**src/rtl/vrf_result_write_arbiter_pkg.sv**
```systemverilog
// Shared types and helpers for the VRF result write arbiter.
package vrf_result_write_arbiter_pkg;

  localparam int unsigned NrVRFBanks = 8;
  localparam int unsigned VAddrW     = 16;
  localparam int unsigned VidW       = 3;
  localparam int unsigned ELEN       = 64;
  localparam int unsigned StrbW      = ELEN / 8;

  typedef logic [VAddrW-1:0] vaddr_t;
  typedef logic [VidW-1:0]   vid_t;
  typedef logic [ELEN-1:0]   elen_t;
  typedef logic [StrbW-1:0]  strb_t;

  // One buffered result write.
  typedef struct packed {
    vaddr_t addr;
    vid_t   id;
    elen_t  wdata;
    strb_t  be;
  } wreq_t;

  // Bank index = low log2(nbanks) address bits; nbanks is a power of two.
  function automatic int unsigned vrf_bank_sel(input vaddr_t addr, input int unsigned nbanks);
    return 32'(addr) & (nbanks - 32'd1);
  endfunction

endpackage

```
**src/rtl/vrf_result_write_arbiter_wbuf.sv**
```systemverilog
// Per-requester write buffer: small power-of-two FIFO of result writes.
module vrf_wbuf
  import vrf_result_write_arbiter_pkg::*;
#(
  parameter int unsigned Depth = 2
) (
  input  logic  clk_i,
  input  logic  rst_ni,
  input  logic  push_i,
  input  wreq_t data_i,
  input  logic  pop_i,
  output wreq_t data_o,
  output logic  full_o,
  output logic  empty_o
);

  localparam int unsigned PtrW = (Depth > 1) ? $clog2(Depth) : 1;

  wreq_t            mem_q [Depth];
  logic [PtrW-1:0]  wptr_q, wptr_d;
  logic [PtrW-1:0]  rptr_q, rptr_d;
  logic [PtrW:0]    cnt_q, cnt_d;

  assign full_o  = (cnt_q == (PtrW+1)'(Depth));
  assign empty_o = (cnt_q == '0);
  assign data_o  = mem_q[rptr_q];

  // Pointer/count update; Depth is a power of two so pointers wrap naturally.
  always_comb begin
    wptr_d = wptr_q;
    rptr_d = rptr_q;
    cnt_d  = cnt_q;
    if (push_i) wptr_d = wptr_q + 1'b1;
    if (pop_i)  rptr_d = rptr_q + 1'b1;
    case ({push_i, pop_i})
      2'b10:   cnt_d = cnt_q + 1'b1;
      2'b01:   cnt_d = cnt_q - 1'b1;
      default: cnt_d = cnt_q;
    endcase
  end

  // Control state, cleared by reset (drops any buffered writes).
  always_ff @(posedge clk_i or negedge rst_ni) begin
    if (!rst_ni) begin
      wptr_q <= '0;
      rptr_q <= '0;
      cnt_q  <= '0;
    end else begin
      wptr_q <= wptr_d;
      rptr_q <= rptr_d;
      cnt_q  <= cnt_d;
    end
  end

  // Payload storage; contents only matter while the count says so.
  always_ff @(posedge clk_i) begin
    if (push_i) mem_q[wptr_q] <= data_i;
  end

endmodule

```
**src/rtl/vrf_result_write_arbiter.sv**
```systemverilog
// Lane-local VRF result write arbiter: per-requester FIFOs feeding one
// round-robin arbiter and one registered valid/ready write port per bank.
module vrf_result_write_arbiter
  import vrf_result_write_arbiter_pkg::*;
#(
  parameter int unsigned NrReq    = 3,
  parameter int unsigned NrBanks  = NrVRFBanks,
  parameter int unsigned BufDepth = 2
) (
  input  logic                             clk_i,
  input  logic                             rst_ni,
  input  logic [NrReq-1:0]                 req_i,
  input  logic [NrReq-1:0][VAddrW-1:0]     addr_i,
  input  logic [NrReq-1:0][VidW-1:0]       id_i,
  input  logic [NrReq-1:0][ELEN-1:0]       wdata_i,
  input  logic [NrReq-1:0][StrbW-1:0]      be_i,
  output logic [NrReq-1:0]                 gnt_o,
  output logic [NrBanks-1:0]               bank_we_o,
  input  logic [NrBanks-1:0]               bank_ready_i,
  output logic [NrBanks-1:0][VAddrW-1:0]   bank_addr_o,
  output logic [NrBanks-1:0][ELEN-1:0]     bank_wdata_o,
  output logic [NrBanks-1:0][StrbW-1:0]    bank_be_o,
  output logic [NrBanks-1:0][VidW-1:0]     bank_id_o
);

  localparam int unsigned BankW = $clog2(NrBanks);
  localparam int unsigned ReqW  = (NrReq > 1) ? $clog2(NrReq) : 1;

  wreq_t [NrReq-1:0]              wr_in;
  wreq_t [NrReq-1:0]              head;
  logic  [NrReq-1:0]              full, empty, push, pop;

  logic  [NrBanks-1:0][NrReq-1:0] cand;
  logic  [NrBanks-1:0]            win_vld, load;
  logic  [NrBanks-1:0][ReqW-1:0]  win_idx;
  logic  [NrBanks-1:0][ReqW-1:0]  rr_q, rr_d;

  logic  [NrBanks-1:0]            we_q, we_d;
  wreq_t [NrBanks-1:0]            out_q, out_d;

  // Accept: grant whenever there is room, including a same-cycle pop on a
  // full FIFO. Held off during reset so nothing is acknowledged and lost.
  always_comb begin
    push = '0;
    for (int unsigned r = 0; r < NrReq; r++) begin
      push[r] = rst_ni & req_i[r] & (~full[r] | pop[r]);
    end
  end

  assign gnt_o = push;

  // Per-requester buffers.
  for (genvar r = 0; r < NrReq; r++) begin : g_req
    assign wr_in[r] = '{addr: addr_i[r], id: id_i[r], wdata: wdata_i[r], be: be_i[r]};

    vrf_wbuf #(
      .Depth (BufDepth)
    ) u_wbuf (
      .clk_i   (clk_i),
      .rst_ni  (rst_ni),
      .push_i  (push[r]),
      .data_i  (wr_in[r]),
      .pop_i   (pop[r]),
      .data_o  (head[r]),
      .full_o  (full[r]),
      .empty_o (empty[r])
    );
  end

  // Candidate matrix: every non-empty head requests exactly one bank.
  always_comb begin
    cand = '0;
    for (int unsigned b = 0; b < NrBanks; b++) begin
      for (int unsigned r = 0; r < NrReq; r++) begin
        cand[b][r] = ~empty[r] & (vrf_bank_sel(head[r].addr, NrBanks) == b);
      end
    end
  end

  // Per-bank round-robin pick starting at rr_q; the bank register loads
  // when empty or draining, and only a real load pops a FIFO and moves rr.
  always_comb begin
    int unsigned idx;
    win_vld = '0;
    win_idx = '0;
    load    = '0;
    pop     = '0;
    rr_d    = rr_q;
    idx     = 0;
    for (int unsigned b = 0; b < NrBanks; b++) begin
      for (int unsigned off = 0; off < NrReq; off++) begin
        idx = 32'(rr_q[b]) + off;
        if (idx >= NrReq) idx = idx - NrReq;
        if (!win_vld[b] && cand[b][ReqW'(idx)]) begin
          win_vld[b] = 1'b1;
          win_idx[b] = ReqW'(idx);
        end
      end
      load[b] = win_vld[b] & (~we_q[b] | bank_ready_i[b]);
      if (load[b]) begin
        pop[win_idx[b]] = 1'b1;
        rr_d[b] = (32'(win_idx[b]) == NrReq - 1) ? '0 : win_idx[b] + 1'b1;
      end
    end
  end

  // Bank output register next state: hold while stalled, otherwise take the
  // winner (or go idle). Row address drops the bank-select bits.
  always_comb begin
    we_d  = we_q;
    out_d = out_q;
    for (int unsigned b = 0; b < NrBanks; b++) begin
      if (~we_q[b] | bank_ready_i[b]) begin
        we_d[b] = win_vld[b];
      end
      if (load[b]) begin
        out_d[b]      = head[win_idx[b]];
        out_d[b].addr = head[win_idx[b]].addr >> BankW;
      end
    end
  end

  // Bank registers and RR pointers.
  always_ff @(posedge clk_i or negedge rst_ni) begin
    if (!rst_ni) begin
      we_q  <= '0;
      out_q <= '0;
      rr_q  <= '0;
    end else begin
      we_q  <= we_d;
      out_q <= out_d;
      rr_q  <= rr_d;
    end
  end

  assign bank_we_o = we_q;

  for (genvar b = 0; b < NrBanks; b++) begin : g_bank
    assign bank_addr_o[b]  = out_q[b].addr;
    assign bank_wdata_o[b] = out_q[b].wdata;
    assign bank_be_o[b]    = out_q[b].be;
    assign bank_id_o[b]    = out_q[b].id;
  end

endmodule

```
**config.mk**
```make
export PLATFORM = sky130hd
export DESIGN_NAME = vrf_result_write_arbiter
export DESIGN_NICKNAME = d
export VERILOG_FILES = /design/src/rtl/vrf_result_write_arbiter_pkg.sv /design/src/rtl/vrf_result_write_arbiter_wbuf.sv /design/src/rtl/vrf_result_write_arbiter.sv
export SDC_FILE = /design/constraint.sdc
export NUM_CORES = 2
export LEC_CHECK = 0
export ABC_AREA = 1
export CAP_MARGIN = 20
export CORE_AREA = 2 2 399 401
export DETAILED_ROUTE_END_ITERATION = 10
export DIE_AREA = 0 0 401 403
export HOLD_SLACK_MARGIN = 0.06
export PLACE_DENSITY = 0.66
export SYNTH_ARGS = -nofsm -noshare
export SYNTH_HDL_FRONTEND = slang
export SYNTH_HIERARCHICAL = 1
export SYNTH_SLANG_ARGS = --single-unit
```
**constraint.sdc**
```tcl
create_clock -name clk_i -period 18.5 [get_ports clk_i]
set_input_delay 2.775 -clock clk_i [delete_from_list [all_inputs] [get_ports clk_i]]
set_output_delay 2.775 -clock clk_i [all_outputs]
set_load 0.05 [all_outputs]
```
==> impl_results.md <==
- Die X: 401 um
- Worst-Skew Late Latency: 0.82 ns
- CP Class: in -> out
- CTS tree: yes
- Final core utilization: between 40 and 50%
- Gr usage total: 37.7%
- 1st-pass router iterations: 9
- Vias in the first global route: 53500
- Syn Inst Count: between 6000 and 7000
- # nets final: 7400
- Hold depth: 2
- Final period util: ~54%
- Worst Skew: just over 0.04 ns
- Post-synthesis register bit count: approximately 1300
- Post-CTS Resized: 0
- Most common cell on crit path: nand2_1
- Worst slew margin: around 15%
- Critical Path Max Stage Delay: between 0.9 and 1 ns
- Ys async rst share: a little under three fifths
- Worst r2r path cells: 22
- Overflow after GRT: 0
- CTS sink cnt: around 1300
- Setup violations, final: 0
- Initial core utilization: 38.2%
- Slowest CP cell: clkdlybuf4s50_1
- Post-CTS setup buffer count: 0
- Post-synth EDFFs: between 500 and 600
- Storage cell area: 34900 um2
- Worst-Margin Slew: 1.26 ns
- Die ar.: 162000 um2
- Initial antenna violation count: 46
- CP Cell Sequence: clkdlybuf4s50_1, inv_1, nand2_1, nand2_4, inv_4, buf_4, nand3_4, nand2_1, nor2_1, nand3_1, nand2_1, inv_1, clkdlybuf4s50_1
- Post-synth top flop: dfrtp_1
- Fin Setup TNS: 0 ns
- Crit path max fanout: 39
- Fillcell total: 14500
- Worst path required time: ~16 ns
- Via density: 6.09
- H-Tree Depth: 4
- Largest net degree at the start of global routing: 140
- CP top delay family: buffers and inverters
- Max Cap Viol: 0
- Synth Cell Area: ~60000 um2
- Avg Cell Area, Syn: just under 10 um2
- Share of cells above drive strength 1: just over 8%
- RSZ-0062 raised after global routing: no
- Fmax: ~0.1 GHz
- Post-route ant nets: 0
- Multi-input gate area: slightly above 20000 um2
- Sequential fraction of the synthesis area: between 50 and 60%
- Min-delay worst type: reg -> reg
- Top Ports: around 1000
- CTS Buf Count: around 140
- Vias post-DR: approximately 57000
- WP buf/inv: 6
- 1st-iter DRT viols: between 8000 and 9000
- Area growth, synth to finish: 27.0%
- Final Max Tran Viols: 0
- WL per Instance: about 34 um
- DRC: 0
- Bufs on Longest Clock Path: 3
- Synth warn: 6
- Row Count: between 100 and 150
- HPWL after detailed placement: ~210000 um
- Yosys cell types: 41
- Worst Setup End Kind: output pin
- Min Clock Period, post-route: 10.01 ns
- Final WL: 313000 um
- Hold_buf cts: 0
- First-pass GRT wire length: around 430000 um
- CP startpoint kind: input port
- IO Port Bufs: 1000
- Worst Path Arrival: between 7 and 8 ns
- Final hold violations: 0
- Die Y-Extent: ~400 um
- Status: finished clean
- Core outline area: about 160000 um2
- Levels on crit path: 13
- CTS clock-pin slew for the worst setup and hold paths: around 0.06 ns
- Root Driver: clkbuf_16
- GPL Wtd Cong: approximately 0.95
## cells in the final DEF (no fill, tap or decap), drive strengths merged
cell / synthesis / layout
xor2: 6 / 6
inv: 669 / 670
clkbuf: 140 / 177
o22ai: 98 / 98
bufinv: 0 / 14
a41oi: 9 / 9
o221ai: 40 / 40
nor2: 294 / 294
a21oi: 176 / 176
edfxtp: 546 / 546
buf: 278 / 116
nand4: 15 / 15
conb: 1 / 24
diode: 0 / 24
nand3: 140 / 140
xnor2: 3 / 3
a31oi: 10 / 10
ha: 19 / 19
clkinvlp: 0 / 2
o22a: 29 / 29
nand2: 1887 / 1887
a21boi: 40 / 40
clkinv: 2 / 74
o2111ai: 355 / 355
o21ai: 452 / 452
clkdlybuf4s50: 0 / 999
a22oi: 100 / 100
dfrtp: 740 / 740
nor3: 1 / 1
o211ai: 180 / 180
## cell type report
cell class	instances	share of cell area, %
timing repair buffer	1116	14.3
tap	2072	3.40
sequential	1286	45.8
multi-input combinational	3878	26.8
antenna	24	0.0787
inverter	671	3.36
clock inverter	89	1.29
clock buffer	176	5.01
## sequential cells by signal (all words and copies together), names as in the netlist
name	cells
g_req.u_wbuf/cnt_q	6
g_req.u_wbuf/wptr_q	3
g_req.u_wbuf/mem_q	546
bank_addr_o	104
bank_id_o	24
bank_be_o	64
bank_wdata_o	512
bank_we_o	8
rr_q	16
g_req.u_wbuf/rptr_q	3
## stage by stage
| step | setup WS, ns | instances | hold WS (ns) | instance area, um2 |
|---|---|---|---|---|
| final | 8.49 | 9312 | 0.498 | 76300 |
| after CTS | 8.54 | 9286 | 0.498 | 76200 |
| after global placement | 8.59 | 9019 | 0.476 | 71400 |
| after global routing | 8.45 | 9307 | 0.519 | 76300 |
| after detailed placement | 8.54 | 9021 | 0.486 | 71400 |
| after floorplan | 10.09 | 6253 | 0.461 | 60200 |
## metal layers
layer  routed length [um]  vias to the layer above  track usage (%)
met5                  197                        -                0
met4                25300                       26             25.4
met3                43000                     1184             14.2
met2               132000                     4778             54.8
met1               113000                    27500             46.6
li1                     -                    23200                -
## synth_stat cells, types with 14 or more instances
master | instances | share of area (%)
nand2_1 | 1879 | 12
dfrtp_1 | 740 | 31
inv_1 | 640 | 4.0
edfxtp_1 | 546 | 27
o2111ai_1 | 355 | 5.2
nor2_1 | 268 | 1.7
o21ai_0 | 263 | 2.2
o211ai_1 | 180 | 2.2
a21oi_1 | 176 | 1.5
buf_2 | 164 | 1.4
o21ai_2 | 157 | 2.3
nand3_1 | 135 | 1.1
clkbuf_1 | 134 | 0.84
a22oi_1 | 100 | 1.2
o22ai_1 | 98 | 1.0
buf_4 | 44 | 0.55
o221ai_1 | 40 | 0.58
o21ai_1 | 32 | 0.27
inv_2 | 29 | 0.18
o22a_1 | 29 | 0.42
a21boi_1 | 28 | 0.35
buf_6 | 26 | 0.49
ha_1 | 19 | 0.40
buf_8 | 18 | 0.45
nand4_1 | 15 | 0.16
buf_1 | 14 | 0.087
## worst min-delay path, delay by kind of cell, from the launching register on
| family | cells | cell delay, ns |
|---|---|---|
| flip-flops | 1 | 0.36 |
| AND/OR/NAND/NOR | 2 | 0.10 |
## path summary, 6_finish.rpt
kind                                           from                            to  slack [ns]
min in group asynchronous                    rst_ni               bank_addr_o[48]        1.91
hold / removal             g_req[0].u_wbuf/cnt_q[1]      g_req[0].u_wbuf/cnt_q[1]        0.50
setup / recovery                    bank_ready_i[1]                      gnt_o[0]        8.49
hold reg to reg            g_req[0].u_wbuf/cnt_q[1]      g_req[0].u_wbuf/cnt_q[1]        0.50
setup reg to reg             g_req[0].u_wbuf/rptr_q  g_req[0].u_wbuf/mem_q[0][17]       10.75
max in group asynchronous                    rst_ni             bank_wdata_o[345]       12.79
## cell families (layout without fill, tap and decap cells)
kind of cell | count (synthesis) | after routing | synth area share, %
xor+xnor | 9 | 9 | 0.131
flops | 1286 | 1286 | 58.1
compound gates | 1489 | 1489 | 17.6
buf+inv | 1089 | 2052 | 8.46
simple gates | 2337 | 2337 | 15.2
fa+ha+maj | 19 | 19 | 0.396
other cells | 1 | 48 | 0.00624
Power is left out: the tool's default activity adds up to more than one toggle a clock period on the data nets, which glitch-free logic cannot reach.
